### config.mk
export PLATFORM = sky130hd
export DESIGN_NAME = branch_predictor_flat
export DESIGN_NICKNAME = d
export VERILOG_FILES = /design/src/rtl/branch_predictor_if.sv /design/src/rtl/branch_predictor.sv /design/src/flat_wrapper.sv
export SDC_FILE = /design/constraint.sdc
export NUM_CORES = 2
export LEC_CHECK = 0
export CAP_MARGIN = 20
export CORE_MARGIN = 2
export CORE_UTILIZATION = 56
export DETAILED_ROUTE_END_ITERATION = 7
export GPL_TIMING_DRIVEN = 0
export PLACE_DENSITY = 0.77
export SLEW_MARGIN = 20
export SYNTH_ARGS = -nofsm -noshare
export SYNTH_HDL_FRONTEND = slang
export SYNTH_SLANG_ARGS = --single-unit
export TNS_END_PERCENT = 10
### constraint.sdc
create_clock -name clk -period 5.3 [get_ports clk]
set_input_delay 1.06 -clock clk [delete_from_list [all_inputs] [get_ports clk]]
set_output_delay 1.06 -clock clk [all_outputs]
set_load 0.005 [all_outputs]
### src/rtl/branch_predictor_if.sv
// Fetch/execute-side bus of the branch predictor.
// The pipeline side uses the master modport; the predictor uses slave.
interface branch_predictor_if;
   logic [31:0] PCF;
   logic        PredTakenF;
   logic [31:0] PredTargetF;
   logic        BranchE;
   logic        BranchTakenE;
   logic [31:0] PCE;
   logic [31:0] BranchTargetE;
   logic        PredTakenE;
   logic [31:0] PredTargetE;
   logic        MispredictE;
   logic [31:0] RecoverPCE;

   modport master (
      output PCF, BranchE, BranchTakenE, PCE, BranchTargetE, PredTakenE, PredTargetE,
      input  PredTakenF, PredTargetF, MispredictE, RecoverPCE
   );

   modport slave (
      input  PCF, BranchE, BranchTakenE, PCE, BranchTargetE, PredTakenE, PredTargetE,
      output PredTakenF, PredTargetF, MispredictE, RecoverPCE
   );
endinterface

### src/rtl/branch_predictor.sv
// Direct-mapped branch target buffer with 2-bit saturating direction counters.
// Lookup at fetch is combinational; training happens at execute on BranchE.
// Optional feature: define BP_STATS_EN to add saturating BranchCount and
// MispredCount statistics outputs.
module branch_predictor #(
   parameter int unsigned IDX_W = 4
) (
   input  logic        clk,
   input  logic        reset,
   branch_predictor_if.slave bp
`ifdef BP_STATS_EN
   ,
   output logic [15:0] BranchCount,
   output logic [15:0] MispredCount
`endif
);

   localparam int unsigned ENTRIES = 2 ** IDX_W;
   localparam int unsigned TAG_W   = 30 - IDX_W;

   logic             valid_q  [ENTRIES];
   logic [TAG_W-1:0] tag_q    [ENTRIES];
   logic [31:0]      target_q [ENTRIES];
   logic [1:0]       ctr_q    [ENTRIES];

   logic [IDX_W-1:0] idx_f;
   logic [TAG_W-1:0] tag_f;
   logic             hit_f;

   logic [IDX_W-1:0] idx_e;
   logic [TAG_W-1:0] tag_e;
   logic             hit_e;
   logic [1:0]       ctr_e;
   logic [1:0]       ctr_next;

   // Fetch lookup; gated by reset so the prediction is safe before the first edge
   always_comb begin
      idx_f          = bp.PCF[IDX_W+1:2];
      tag_f          = bp.PCF[31:IDX_W+2];
      hit_f          = reset & valid_q[idx_f] & (tag_q[idx_f] == tag_f);
      bp.PredTakenF  = hit_f & ctr_q[idx_f][1];
      bp.PredTargetF = hit_f ? target_q[idx_f] : bp.PCF + 32'd4;
   end

   // Execute-side resolution: mispredict detection and the corrected next PC
   always_comb begin
      bp.MispredictE = bp.BranchE &
                       ((bp.PredTakenE != bp.BranchTakenE) |
                        (bp.PredTakenE & bp.BranchTakenE &
                         (bp.PredTargetE != bp.BranchTargetE)));
      bp.RecoverPCE  = bp.BranchTakenE ? bp.BranchTargetE : bp.PCE + 32'd4;
   end

   // Training-side probe of the entry addressed by the resolving branch
   always_comb begin
      idx_e    = bp.PCE[IDX_W+1:2];
      tag_e    = bp.PCE[31:IDX_W+2];
      hit_e    = valid_q[idx_e] & (tag_q[idx_e] == tag_e);
      ctr_e    = ctr_q[idx_e];
      ctr_next = ctr_e;
      if (bp.BranchTakenE) begin
         if (ctr_e != 2'b11) ctr_next = ctr_e + 2'd1;
      end else begin
         if (ctr_e != 2'b00) ctr_next = ctr_e - 2'd1;
      end
   end

   // Table update: train on hit, allocate on taken miss, ignore not-taken miss
   always_ff @(posedge clk or negedge reset) begin
      if (!reset) begin
         for (int unsigned i = 0; i < ENTRIES; i++) begin
            valid_q[i]  <= 1'b0;
            tag_q[i]    <= '0;
            target_q[i] <= '0;
            ctr_q[i]    <= 2'b01;
         end
      end else if (bp.BranchE) begin
         if (hit_e) begin
            ctr_q[idx_e] <= ctr_next;
            if (bp.BranchTakenE) target_q[idx_e] <= bp.BranchTargetE;
         end else if (bp.BranchTakenE) begin
            valid_q[idx_e]  <= 1'b1;
            tag_q[idx_e]    <= tag_e;
            target_q[idx_e] <= bp.BranchTargetE;
            ctr_q[idx_e]    <= 2'b10;
         end
      end
   end

`ifdef BP_STATS_EN
   // Saturating statistics of resolved branches and mispredictions
   always_ff @(posedge clk or negedge reset) begin
      if (!reset) begin
         BranchCount  <= '0;
         MispredCount <= '0;
      end else begin
         if (bp.BranchE && BranchCount != '1)      BranchCount  <= BranchCount + 16'd1;
         if (bp.MispredictE && MispredCount != '1) MispredCount <= MispredCount + 16'd1;
      end
   end
`endif

endmodule

### src/flat_wrapper.sv
// flat-port wrapper written by rule: the top's interface ports become plain ports
module branch_predictor_flat 
#(
   parameter int unsigned IDX_W = 4
)
  (clk, reset, bp_PCF, bp_BranchE, bp_BranchTakenE, bp_PCE, bp_BranchTargetE, bp_PredTakenE, bp_PredTargetE, bp_PredTakenF, bp_PredTargetF, bp_MispredictE, bp_RecoverPCE);
  branch_predictor_if bp_i ();
  input  logic clk;
  input  logic reset;
  input wire logic [$bits(bp_i.PCF)-1:0] bp_PCF;
  input wire logic [$bits(bp_i.BranchE)-1:0] bp_BranchE;
  input wire logic [$bits(bp_i.BranchTakenE)-1:0] bp_BranchTakenE;
  input wire logic [$bits(bp_i.PCE)-1:0] bp_PCE;
  input wire logic [$bits(bp_i.BranchTargetE)-1:0] bp_BranchTargetE;
  input wire logic [$bits(bp_i.PredTakenE)-1:0] bp_PredTakenE;
  input wire logic [$bits(bp_i.PredTargetE)-1:0] bp_PredTargetE;
  output wire logic [$bits(bp_i.PredTakenF)-1:0] bp_PredTakenF;
  output wire logic [$bits(bp_i.PredTargetF)-1:0] bp_PredTargetF;
  output wire logic [$bits(bp_i.MispredictE)-1:0] bp_MispredictE;
  output wire logic [$bits(bp_i.RecoverPCE)-1:0] bp_RecoverPCE;
  assign bp_i.PCF = bp_PCF;
  assign bp_i.BranchE = bp_BranchE;
  assign bp_i.BranchTakenE = bp_BranchTakenE;
  assign bp_i.PCE = bp_PCE;
  assign bp_i.BranchTargetE = bp_BranchTargetE;
  assign bp_i.PredTakenE = bp_PredTakenE;
  assign bp_i.PredTargetE = bp_PredTargetE;
  assign bp_PredTakenF = bp_i.PredTakenF;
  assign bp_PredTargetF = bp_i.PredTargetF;
  assign bp_MispredictE = bp_i.MispredictE;
  assign bp_RecoverPCE = bp_i.RecoverPCE;
  branch_predictor #(.IDX_W(IDX_W)) u_core (.clk(clk), .reset(reset), .bp(bp_i));
endmodule
==> results.py <==
metrics = {
    "logic_synthesis": {
        "ys_seq_area_share_pct": 47.4,
        "synthDistinctLibCells": 75,
        "synth.area.top_cells": "dfrtp_1 (47%), mux2_2 (17%), mux4_2 (17%)",
        "synth_seq_cells": 976,
        "syn_nets": 3541,
        "async_flop_share_pct": 100,
        "synth.most_common_cell": "dfrtp_1",
        "syn_area_per_cell_um2": 15.1,
        "netlist.area_leader.share_pct": 46.6,
        "synth-edff-count": 0,
        "yosys_warnings": 0,
        "yosysTopAreaCell": "dfrtp_1",
        "synth-main-ff-cell": "dfrtp_1",
        "synth_commonest_cells": "dfrtp_1 (960), mux2_2 (774), mux4_2 (379)",
        "syn_inst": 3402,
        "synth_area_um2": 51500,
    },
    "route": {
        "ant_nets": 0,
        "routed_wl_um": 173000,
        "post_drt_wl_per_cell_um": 34.7,
        "first_pass_iters": 6,
        "drt-initial-drc-count": 4144,
        "drc": 0,
        "vias": 34400,
        "viasPerCell": 6.90,
    },
    "clock_network": {
        "htreeDepth": 3,
        "numCtsBuffers": 101,
        "cts-root-buf": "clkbuf_16",
        "cts_tree": "built",
        "cts_hold_buf": 0,
        "clk_pin_slew_ps": 60,
        "cts.path.max_buffers": 3,
        "cts_sinks": 976,
        "clock_latency_ps": 700,
    },
    "setup_path": {
        "crit_type": "input port to output pin",
        "max_stage_delay_ps": 490,
        "arrival_ps": 4740,
        "crit_required_ps": 4240,
        "path_cells": "clkbuf_4, buf_6, buf_6, mux2i_4, o22ai_1, nor4_1, a21oi_1, a211oi_2, nand4_1, nor4_4, buf_6, buf_12, buf_12, buf_6, mux2_4, buf_6",
        "r2r-start": "u_core.tag_q[326]",
        "startpoint": "bp_PCF[5]",
        "end_kind": "output pin",
        "crit_top_cell": "buf_6",
        "slowest_stage": "mux2i_4",
        "start_kind": "input port",
        "cp_max_fo": 10,
    },
    "timing": {
        "skew_ps": 24.8,
        "fmax_mhz": 173,
        "grt_setup_unrepaired": "yes",
        "finalSetupViolCount": 170,
        "drv_slew": 0,
        "worst_pin_slew_ps": 1050,
        "slew-limit-headroom_pct": 29.7,
        "setup_ws_ps": -497,
        "holdWs_ps": 213,
        "min_period_over_period_pct": 109,
        "layout_min_cycle_time_ps": 5800,
        "hold_viol": 0,
    },
    "floorplanning": {
        "core_um2": 91400,
        "die_w_um": 307,
        "chipHeight_um": 307,
        "initial_utilization_pct": 56.4,
        "num_rows": 111,
        "dieArea_um2": 94500,
        "ios": 199,
    },
    "placed_design": {
        "dp.final_hpwl_um": 121000,
        "numPortBuffers": 153,
        "place_congestion": 1.06,
    },
    "cells_and_area": {
        "nets": 3854,
        "utilization_pct": 65.6,
        "synthToLayoutAreaGrowth_pct": 16.4,
        "nFillCells": 6300,
        "drive_gt1_share_pct": 48.7,
    },
    "status": {
        "outcome": "finished, violations left",
        "failed_checks": "negative setup slack",
    },
    "min_path": {
        "hp-class": "input port to asynchronous set/reset pin",
    },
    "flow_run": {
        "max_cap_viol_count": 0,
    },
    "global_routing": {
        "grt_max_degree": 144,
        "antenna_found_initial": 12,
        "grt_pass1_wl_um": 248000,
        "grt_pass1_vias": 34800,
        "grt_use_total_pct": 36.9,
        "overflow": 0,
    },
    "power_and_ir_drop": {
        "pwr_density_cell_nw_per_um2": 368,
        "leakage_uw": 0.0260,
        "ir_drop_mv": 0.312,
    },
}
-- critical path: cells and delay by family --
kind | cells | cell delay, ps
buffers and inverters | 8 | 1610
multiplexers | 2 | 790
AND/OR/NAND/NOR | 3 | 730
AO/OA/AOI/OAI | 3 | 510
-- kinds of logic (layout without fill, tap and decap cells) --
family	count (synthesis)	in the layout	synth area share [%]
DFF	976	976	47.4
adders and majority gates	8	8	0.185
xor gates and xnor gates	135	135	2.29
muxes	1426	1426	40.7
AOI/OAI and AO/OA	189	189	2.56
buffers and inverters	371	767	3.61
other	0	3	0
and+or+nand+nor	297	297	3.22
-- layout make-up --
| class | count | area [µm²] | area share [%] |
|---|---|---|---|
| Clock inverter | 34 | 385 | 0.643 |
| Inverter | 35 | 131 | 0.219 |
| Tap cell | 1186 | 1480 | 2.47 |
| Buffer | 334 | 2330 | 3.88 |
| Sequential cell | 976 | 24400 | 40.8 |
| Clock buffer | 152 | 3100 | 5.18 |
| Timing Repair Buffer | 212 | 2330 | 3.89 |
| Antenna cell | 3 | 7.51 | 0.0125 |
| Multi-Input combinational cell | 2055 | 25700 | 42.9 |
-- flip-flops by register name, indices dropped and copies added, names as in the netlist --
signal and flops:
u_core.ctr_q 32, u_core.valid_q 16, u_core.target_q 512, u_core.tag_q 416
-- through the flow --
| step | setup TNS (ps) | worst slack [ps] | std cells | instance area (µm²) | power, µW |
|---|---|---|---|---|---|
| detailed placement | -894590 | -3280 | 4750 | 54800 | 14400 |
| CTS | -13440 | -455 | 4980 | 59800 | 21900 |
| global route | -15580 | -541 | 4985 | 60000 | 22700 |
| global placement | - | -40930 | 4741 | 54600 | 14200 |
| finish | -16710 | -497 | 4987 | 60000 | 22100 |
| floorplan | 0 | 36.6 | 3402 | 51500 | 12700 |
-- where the power goes --
group | total (µW) | switching [µW] | internal, µW
sequential | 9780 | 916 | 8870
combinational | 4820 | 2090 | 2740
clock | 7490 | 3110 | 4380
-- worst paths after layout --
check | to | depth (start not counted) | slack, ps
max in group asynchronous | u_core.tag_q[328] | 5 | 2750
worst max register to register | u_core.tag_q[39] | 11 | 1170
worst min register to register | u_core.valid_q[9] | 1 | 480
min in group clk | u_core.valid_q[9] | 1 | 480
worst min-delay path | u_core.target_q[506] | 1 | 210
worst max-delay path | bp_PredTargetF[29] | 16 | -500
-- repair_timing --
| item | in CTS | in global routing |
|---|---|---|
| endpoints found under the hold margin | 0 | 0 |
| resized for setup | 468 | 58 |
| setup buffers | 43 | 6 |
| pin swaps | 10 | 13 |
| cloned | 2 | 0 |
| setup endpoints to repair | 535 | 260 |
-- cell usage in the layout (no fill, tap or decap), types with 11 or more instances in the layout --
master / Yosys / final
mux4_2: 379 / 379
mux2i_1: 79 / 69
xnor2_1: 83 / 80
dfrtp_1: 960 / 960
buf_6: 31 / 75
dfstp_2: 16 / 16
buf_16: 0 / 14
inv_1: 34 / 34
buf_8: 2 / 11
and3_1: 12 / 11
nand2_1: 102 / 102
nand3_1: 31 / 28
clkinv_2: 0 / 19
mux2_2: 774 / 744
mux2_4: 190 / 220
nor2_1: 41 / 37
a22o_1: 25 / 25
clkdlybuf4s50_1: 0 / 109
buf_4: 23 / 61
clkbuf_2: 0 / 22
a22oi_1: 43 / 43
clkbuf_8: 0 / 34
clkbuf_1: 209 / 183
buf_2: 35 / 13
o21ai_1: 14 / 19
nand4_1: 26 / 26
clkbuf_16: 0 / 107
buf_12: 5 / 26
o21ai_0: 45 / 33
buf_1: 31 / 18
clkbuf_4: 0 / 14
xor2_1: 52 / 45
-- per-layer routing --
layer  part of all wire (%)  wire, µm  vias up  GRT usage, %
met5                   0.14       245        -             0
met1                     38     65800    18200          49.9
met4                    5.6      9720       16          18.0
li1                       -         -    13500             -
met2                     43     73800     2204          52.0
met3                     14     23400      557          14.9
Note: power is estimated with default switching activity, not from simulation.
